[src/rtl/hazard_sequencer_pkg.sv]
// ----------------------------------------------------------------------------
// hazard_sequencer_pkg
// Shared types and constants for the pipeline hazard sequencer.
//   hs_state_t : sequencer state (normal run / fetch redirect in progress)
//   REG_ZERO   : architectural zero register number (never a real hazard)
//   load_use() : load-use hazard detect between EX load and DEC sources
// ----------------------------------------------------------------------------
package hazard_sequencer_pkg;

  typedef enum logic {
    HS_RUN,
    HS_REDIRECT
  } hs_state_t;

  localparam logic [4:0] REG_ZERO = 5'd0;

  // A load into r0 is architecturally discarded, so it can never feed DEC.
  function automatic logic load_use(
    input logic       ex_is_load,
    input logic [4:0] ex_rw_addr,
    input logic       ds_uses_rs,
    input logic [4:0] ds_rs_addr,
    input logic       ds_uses_rt,
    input logic [4:0] ds_rt_addr
  );
    return ex_is_load && (ex_rw_addr != REG_ZERO) &&
           ((ds_uses_rs && (ds_rs_addr == ex_rw_addr)) ||
            (ds_uses_rt && (ds_rt_addr == ex_rw_addr)));
  endfunction

endpackage

[src/rtl/hazard_sequencer_sat_counter.sv]
// ----------------------------------------------------------------------------
// sat_counter
// Saturating up-counter used for the sequencer performance counters.
//   clk : clock
//   en  : count this cycle (ignored once q is all-ones)
//   clr : synchronous clear, dominates en
//   q   : current count
// ----------------------------------------------------------------------------
module sat_counter #(
  parameter int W = 32
) (
  input  logic         clk,
  input  logic         en,
  input  logic         clr,
  output logic [W-1:0] q
);

  always_ff @(posedge clk) begin
    if (clr) begin
      q <= '0;
    end else if (en && (q != {W{1'b1}})) begin
      q <= q + W'(1);
    end
  end

endmodule

[src/rtl/hazard_sequencer.sv]
// ----------------------------------------------------------------------------
// hazard_sequencer
// Central stall/flush sequencer for the i2d/d2e/e2m/m2w pipeline registers and
// the PC. Resolves D-cache miss, branch mispredict, load-use and I-cache miss
// into per-register stall/flush, holds a mispredict across D-cache stalls and
// keeps the I-side flushed while fetch is redirected.
//
// Ports
//   clk, rst                   clock, synchronous active-high reset
//   ic_miss, dc_miss           cache status (dc_miss is a level)
//   br_mispredict              one-cycle pulse from EX
//   ds_uses_rs/rt, ds_rs/rt_addr   DEC source operands
//   ex_is_load, ex_rw_addr     EX load destination
//   pc_stall, *_stall, *_flush hazard control (stall dominates flush downstream)
//   redirect_active            REDIRECT state or mispredict applied this cycle
//   mispredict_pending         mispredict latched behind a D-cache miss
//   stall_cycles, flush_events saturating perf counters
//
// state        | meaning
// -------------+-------------------------------------------------------------
// HS_RUN       | normal operation, no fetch redirect outstanding
// HS_REDIRECT  | i2d held flushed while the redirected fetch returns
// ----------------------------------------------------------------------------
module hazard_sequencer
  import hazard_sequencer_pkg::*;
#(
  parameter int REDIRECT_CYCLES = 1,
  parameter int CNT_W           = 32
) (
  input  logic             clk,
  input  logic             rst,
  input  logic             ic_miss,
  input  logic             dc_miss,
  input  logic             br_mispredict,
  input  logic             ds_uses_rs,
  input  logic             ds_uses_rt,
  input  logic [4:0]       ds_rs_addr,
  input  logic [4:0]       ds_rt_addr,
  input  logic             ex_is_load,
  input  logic [4:0]       ex_rw_addr,
  output logic             pc_stall,
  output logic             i2d_stall,
  output logic             i2d_flush,
  output logic             d2e_stall,
  output logic             d2e_flush,
  output logic             e2m_stall,
  output logic             e2m_flush,
  output logic             m2w_stall,
  output logic             m2w_flush,
  output logic             redirect_active,
  output logic             mispredict_pending,
  output logic [CNT_W-1:0] stall_cycles,
  output logic [CNT_W-1:0] flush_events
);

  localparam logic [2:0] RELOAD = 3'(REDIRECT_CYCLES);

  hs_state_t  state, state_nxt;
  logic [2:0] cnt, cnt_nxt;
  logic       pending, pending_nxt;
  logic       luh;
  logic       apply;

  assign luh   = load_use(ex_is_load, ex_rw_addr, ds_uses_rs, ds_rs_addr,
                          ds_uses_rt, ds_rt_addr);
  assign apply = (br_mispredict || pending) && !dc_miss;

  // Priority encoder: first matching hazard owns the cycle.
  always_comb begin
    pc_stall        = 1'b0;
    i2d_stall       = 1'b0;
    i2d_flush       = 1'b0;
    d2e_stall       = 1'b0;
    d2e_flush       = 1'b0;
    e2m_stall       = 1'b0;
    e2m_flush       = 1'b0;
    m2w_stall       = 1'b0;
    m2w_flush       = 1'b0;
    redirect_active = 1'b0;
    state_nxt       = state;
    cnt_nxt         = cnt;
    pending_nxt     = pending;

    if (!rst) begin
      redirect_active = (state == HS_REDIRECT) || apply;

      if (dc_miss) begin
        // Freeze everything up to MEM; WB gets a bubble. REDIRECT count is
        // frozen too, so the I-side flush resumes once the miss clears.
        pc_stall  = 1'b1;
        i2d_stall = 1'b1;
        d2e_stall = 1'b1;
        e2m_stall = 1'b1;
        m2w_flush = 1'b1;
        if (br_mispredict) begin
          pending_nxt = 1'b1;
        end
      end else if (apply) begin
        i2d_flush   = 1'b1;
        d2e_flush   = 1'b1;
        pending_nxt = 1'b0;
        state_nxt   = HS_REDIRECT;
        cnt_nxt     = RELOAD;
      end else if (state == HS_REDIRECT) begin
        // d2e was flushed on apply, so no load-use can be pending here.
        i2d_flush = 1'b1;
        pc_stall  = ic_miss;
        cnt_nxt   = cnt - 3'd1;
        if (cnt == 3'd1) begin
          state_nxt = HS_RUN;
        end
      end else if (luh) begin
        pc_stall  = 1'b1;
        i2d_stall = 1'b1;
        d2e_flush = 1'b1;
      end else if (ic_miss) begin
        pc_stall  = 1'b1;
        i2d_flush = 1'b1;
      end
    end
  end

  always_ff @(posedge clk) begin
    if (rst) begin
      state   <= HS_RUN;
      cnt     <= 3'd0;
      pending <= 1'b0;
    end else begin
      state   <= state_nxt;
      cnt     <= cnt_nxt;
      pending <= pending_nxt;
    end
  end

  assign mispredict_pending = pending;

  sat_counter #(.W(CNT_W)) u_stall_cnt (
    .clk (clk),
    .en  (pc_stall),
    .clr (rst),
    .q   (stall_cycles)
  );

  sat_counter #(.W(CNT_W)) u_flush_cnt (
    .clk (clk),
    .en  (i2d_flush || d2e_flush || e2m_flush || m2w_flush),
    .clr (rst),
    .q   (flush_events)
  );

endmodule

[config.mk]
export PLATFORM = sky130hd
export DESIGN_NAME = hazard_sequencer
export DESIGN_NICKNAME = d
export VERILOG_FILES = /design/src/rtl/hazard_sequencer_pkg.sv /design/src/rtl/hazard_sequencer_sat_counter.sv /design/src/rtl/hazard_sequencer.sv
export SDC_FILE = /design/constraint.sdc
export NUM_CORES = 1
export LEC_CHECK = 0
export ABC_AREA = 1
export BUFFER_PORTS_ARGS = -buffer_cell sky130_fd_sc_hd__buf_4
export CAP_MARGIN = 15
export CORE_MARGIN = 5
export CORE_UTILIZATION = 45
export CTS_CLUSTER_SIZE = 12
export DETAILED_ROUTE_END_ITERATION = 8
export HOLD_SLACK_MARGIN = 0.12
export PLACE_DENSITY = 0.79
export SYNTH_ARGS = -nofsm -noshare
export SYNTH_HDL_FRONTEND = slang
export SYNTH_SLANG_ARGS = --single-unit
export TNS_END_PERCENT = 10
[constraint.sdc]
create_clock -name clk -period 2.5 [get_ports clk]
set_input_delay 0.5 -clock clk [delete_from_list [all_inputs] [get_ports clk]]
set_output_delay 0.5 -clock clk [all_outputs]
set_load 0.02 [all_outputs]
* After elaboration in Yosys (flattened, before gate mapping)
Cells that the tools add are included.
Word-level totals: register bits after elaboration 69, bits of input ports 23
Operators by class: reductions and logical operators 18, eq/ne operators 6, bitwise logic cells 1, add/subtract/negate cells 3, mux-type cells 30
Operators with widths (number):
- $add A32 B1 Y32 const B | 2
- $ne A32 B32 Y1 const B | 2
- $mux W1 | 28
- $eq A5 B5 Y1 | 2
- $logic_and A1 B1 Y1 | 7
- $mux W3 | 2
- $logic_or A1 B1 Y1 | 5
- $reduce_bool A5 Y1 | 1
- $reduce_and A2 Y1 | 2
- $reduce_bool A2 Y1 | 2
- $eq A3 B1 Y1 const B | 1
- $sub A3 B1 Y3 const B | 1
- $ne A2 B1 Y1 const B | 1
- $logic_not A1 Y1 | 1
- $not A1 Y1 | 1

* Logic depth before layout (Yosys ltp)
depth after elaboration 12, gate-level depth with buffers 16

* Modules after synthesis
Synthesis repeated with hierarchy kept, for this count alone.
Second synthesis, totals: cell total of the unflattened synthesis 757, area, all modules 4707.0 um2
By module, submodules not included:
- sat_counter | instances 2, cells an instance 324, area each 2062.0 um2, sequential area each 640.6 um2
- hazard_sequencer | instances 1, cells an instance 109, area each 583.1 um2, sequential area each 100.1 um2

* Worst setup path after synthesis
No wires, ideal clock.
kind input to register, start input port rst, end register u_stall_cnt.q[25], path slack 0.477 ns, cell stages on the path 10, setup time 0.070 ns, path buffers 3, arrival 1.953 ns, path through buf_2 > nor2_1 > inv_1 > nand3_2 > nand2_2 > inv_2 > buf_6 > buf_6 > nand2_1 > a21oi_1
Between the ends: word-level cells in the longest chain between the ends 2
Ends and longest elaborated chain:
- start, declared | RTL line hazard_sequencer.sv:31 | input logic rst,
- $mux W1 | RTL line hazard_sequencer.sv:84 | if (!rst) begin
- net pc_stall | RTL line hazard_sequencer.sv:41 | output logic pc_stall,
- $logic_and A1 B1 Y1 | RTL line hazard_sequencer_sat_counter.sv:21 | end else if (en && (q != {W{1'b1}})) begin
- end signal, assigned | RTL line hazard_sequencer_sat_counter.sv:22 | q <= q + W'(1);
- end, declared | RTL line hazard_sequencer_sat_counter.sv:15 | output logic [W-1:0] q
The timed path passes the listed nets, and every way through them passes these cells. A chain may end at the register's enable or synchronous reset.

* Final worst setup path
start register u_stall_cnt.q[1], end register u_stall_cnt.q[1]
Between the ends: word-level cells in the longest chain between the ends 2, elaborated cells between the ends (all ways) 3, classes of those cells add/sub (1); eq/ne (1); reduce/logical (1)
Ends and longest elaborated chain:
- branches (longest 2 deep; another with $add A32 B1 Y32)
Several ways; the timed one is not identified.

==> parameters.txt <==
Parameter                              Value

Run status
  Outcome ... finished, final reports clean

Placed design
  Routability congestion estimate ... about 0.95
  Post-place setup slack ... between 0.3 and 0.4 ns
  Half-perimeter wire length after placement ... between 9 and 10 mm
  Number of cells after detailed placement ... about 900
  Port bufs ... 95
  Placed instance area ... ~5200 um2

Critical path
  Crit Path Class ... flop to flop
  Maximum fanout encountered on the critical timing path ... 35
  Crit path required time ... roughly 2.8 ns
  Kind of end point of the critical path ... flop
  Worst EP arrival ... roughly 2.5 ns
  Cells on worst reg2reg path ... 10
  CP startpoint ... u_stall_cnt.q[1]$_SDFFE_PP0P_
  Sort of element at the start of the critical path ... flop
  FF-to-FF setup slack ... 0.32 ns
  Reg-to-Reg End ... u_stall_cnt.q[1]$_SDFFE_PP0P_
  R2r startpoint ... u_stall_cnt.q[1]$_SDFFE_PP0P_

Clocking
  Worst-skew pair later-pin latency ... 0.35 ns
  Root Buffer Master ... sky130_fd_sc_hd__clkbuf_8
  TritonCTS clock tree ... done
  Hold Buf Count CTS ... 0
  Inserted Clock Buffers ... 9
  # H-tree levels ... 3
  Resize count post-CTS ... 0
  Clock input transition at the sequential cells of the worst setup and hold paths ... roughly 0.08 ns
  Clock sink count ... 69
  Post-CTS repair timing setup buffer count ... 0
  Buffer depth of the longest clock path ... 2

Synth
  Syn_area_per_cell ... between 6 and 7 um2
  Fraction of synthesized cell area taken by the top area cell type ... 31.3%
  Synth top cells by count ... sky130_fd_sc_hd__nand2_1 (219), sky130_fd_sc_hd__dfxtp_1 (69), sky130_fd_sc_hd__nor2_1 (69), sky130_fd_sc_hd__a21oi_1 (63), sky130_fd_sc_hd__inv_1 (48)
  Register area share after synthesis ... between 30% and 40%
  Post-Synthesis Cell Area ... approximately 4400 um2
  Number of unique standard cell types used by synthesis ... 29
  Most numerous cell in the Yosys netlist ... sky130_fd_sc_hd__nand2_1
  Biggest area consumer among synthesized cells ... sky130_fd_sc_hd__dfxtp_1
  Number of flops mapped to enable cells by yosys ... 0
  Cells taking the most area after synthesis ... sky130_fd_sc_hd__dfxtp_1 (31%), sky130_fd_sc_hd__nand2_1 (19%), sky130_fd_sc_hd__xor2_1 (8.1%)
  Count of synthesis-stage warnings from yosys ... 0
  Post-synth top flop ... sky130_fd_sc_hd__dfxtp_1
  Number of synthesized register bits ... just under 70
  Cell count after synthesis ... 687
  Fraction of synthesis flops using an asynchronous set or reset pin ... 0%

Power
  Reg power frac ... roughly 47%
  Post-layout power ... around 2.4 mW
  Internal portion of total power ... about 1.8 mW
  Switching power ... between 0.6 and 0.7 mW
  Power density normalized to cell area ... roughly 450 nW/um2
  Cell leakage power ... 2.26 nW
  Worst VDD drop ... 0.306 mV
  Logic pwr share ... 11.0%
  Clock share of power ... a little over two fifths
  Fraction of power spent switching nets ... a little over a quarter

Global route
  GRT Overall Usage ... ~22%
  Total global routing overflow ... 0
  Number of global-route vias before repair ... 4449
  Wire length of the first global-routing pass ... around 21 mm
  Initial antenna violation count ... 0
  Pin count of the biggest net entering global routing ... 44

Floorplanning
  Core box area ... 9680 um2
  Chip height ... 109 um
  Full die area ... 11900 um2
  I/O pin total ... 98
  Starting density of the core ... around 46%
  Width of the chip ... around 110 um
  Number of standard-cell rows in the floorplan ... 36

Timing
  Actual slew at the worst max-slew pin ... around 0.54 ns
  Setup repair after global routing missed its margin ... no
  F_max ... roughly 0.46 GHz
  Final hold slack ... ~0.4 ns
  Final setup violating endpoints ... 0
  Post-Route Skew ... ~0.015 ns
  Summed negative setup slack over all endpoints ... 0 ns
  Final count of pins violating max slew ... 0
  Part of the cycle the worst path needs ... slightly below 90%
  Shortest period the worst path allows ... between 2 and 2.5 ns
  Number of endpoints with negative hold slack in the final report ... 0
  Worst-case headroom to the max-slew limit ... between 60% and 70%
  Post-route setup slack ... around 0.32 ns

Routing
  Post-route ant nets ... 0
  Vias ... between 4000 and 5000
  Aggregate routed wire length ... 12.8 mm
  Avg Vias per Cell ... ~5.2
  Detailed router's first-iteration violation count ... roughly 260
  Drt wl/cell ... roughly 14 um
  Pre-Repair DR Iteration Count ... 5
  Residual DRC ... 0

Layout
  Final instance count without filler cells ... roughly 900
  Final standard cell utilization of the core ... 56.1%
  Filler instances ... between 900 and 1000
  Fraction of final layout cells with drive strength greater than 1 ... between 10% and 20%
  Antenna cell count ... 0
  Layout overhead on the synthesized area ... 23.1%
  NumNets Final ... around 800
  Final std cell area, no fill ... roughly 5400 um2

Hold path
  Min-Delay Endpoint ... mispredict_pending$_SDFFE_PP0P_
  Hold-critical path depth ... 3
  Launch point of the worst hold path ... br_mispredict
  Worst min-delay path category ... input port to flop

Job
  Count of max-cap constraint violations ... 0
[critical path, stage by stage (launching register included)]
cell	delay (ns)
sky130_fd_sc_hd__dfxtp_1	0.41
sky130_fd_sc_hd__ha_1	0.20
sky130_fd_sc_hd__inv_1	0.09
sky130_fd_sc_hd__nor3_2	0.21
sky130_fd_sc_hd__nand2_1	0.16
sky130_fd_sc_hd__nor2_2	0.20
sky130_fd_sc_hd__nand2_1	0.10
sky130_fd_sc_hd__nand2_2	0.09
sky130_fd_sc_hd__buf_4	0.33
sky130_fd_sc_hd__o21ai_0	0.15
sky130_fd_sc_hd__a21oi_1	0.16
[how the worst max path moves through the flow]
stage / cells after the start / end
after floorplan: 10 / u_stall_cnt.q[25]$_SDFFE_PP0P_
after global placement: 11 / u_stall_cnt.q[2]$_SDFFE_PP0P_
after detailed placement: 10 / u_stall_cnt.q[17]$_SDFFE_PP0P_
after CTS: 10 / u_stall_cnt.q[17]$_SDFFE_PP0P_
after global routing: 10 / u_stall_cnt.q[1]$_SDFFE_PP0P_
final: 10 / u_stall_cnt.q[1]$_SDFFE_PP0P_
[cell usage in the layout, fill, tap and decap left out]
cell,count
sky130_fd_sc_hd__a21oi_1,63
sky130_fd_sc_hd__a31oi_1,1
sky130_fd_sc_hd__buf_12,1
sky130_fd_sc_hd__buf_4,101
sky130_fd_sc_hd__bufinv_16,2
sky130_fd_sc_hd__clkbuf_1,1
sky130_fd_sc_hd__clkbuf_8,10
sky130_fd_sc_hd__clkinv_4,1
sky130_fd_sc_hd__clkinvlp_4,2
sky130_fd_sc_hd__conb_1,2
sky130_fd_sc_hd__dfxtp_1,69
sky130_fd_sc_hd__ha_1,4
sky130_fd_sc_hd__inv_1,48
sky130_fd_sc_hd__inv_2,8
sky130_fd_sc_hd__nand2_1,219
sky130_fd_sc_hd__nand2_2,3
sky130_fd_sc_hd__nand3_1,44
sky130_fd_sc_hd__nand3_2,4
sky130_fd_sc_hd__nand3b_1,1
sky130_fd_sc_hd__nand4_1,19
sky130_fd_sc_hd__nor2_1,69
sky130_fd_sc_hd__nor2_2,2
sky130_fd_sc_hd__nor2_4,1
sky130_fd_sc_hd__nor3_1,21
sky130_fd_sc_hd__nor3_2,2
sky130_fd_sc_hd__nor4_1,14
sky130_fd_sc_hd__nor4_4,1
sky130_fd_sc_hd__o211ai_1,1
sky130_fd_sc_hd__o21a_1,1
sky130_fd_sc_hd__o21ai_0,6
sky130_fd_sc_hd__xnor2_1,17
sky130_fd_sc_hd__xor2_1,41
[registers in the layout, indices dropped and copies added (netlist names)]
name                cells
cnt                     3
mispredict_pending      1
state                   1
u_flush_cnt.q          32
u_stall_cnt.q          32
[logic make-up (layout without fill, tap and decap cells)]
group | count (synthesis) | in the layout | synth area share, %
AO/OA/AOI/OAI | 72 | 72 | 8.30
XOR/XNOR | 58 | 58 | 11.5
buffers and inverters | 83 | 174 | 8.24
other | 1 | 2 | 0.0849
AND/OR/NAND/NOR | 400 | 400 | 39.5
adder cells (fa/ha/maj) | 4 | 4 | 1.13
flip-flops | 69 | 69 | 31.3
[per-layer routing]
layer  vias to the layer above  global-route usage, %  wire, um
li1                       2405                      -         -
met1                      2185                   28.6      5650
met2                       149                   36.2      6100
met3                        27                   3.97       707
met4                         0                   8.48       299
met5                         -                      0         0
[power groups by stage]
stage          Combinational, mW  Clock (mW)  Sequential [mW]
6_report                   0.267        1.03             1.13
5_1_grt                    0.296        1.12             1.13
4_1_cts                    0.267        1.06             1.13
3_5_place_dp               0.266           0             1.15
3_3_place_gp               0.257           0             1.15
2_1_floorplan              0.171           0             1.16
[final cells by class]
class,instances,area (um2),share of cell area [%]
tap,133,166,3.06
clock inverter,5,83.8,1.54
clock buffer,11,141,2.60
multi-input combinational,536,2680,49.2
inverter,56,210,3.87
sequential,69,1380,25.4
timing repair buffer,102,778,14.3
(Power assumes the default switching activity.)
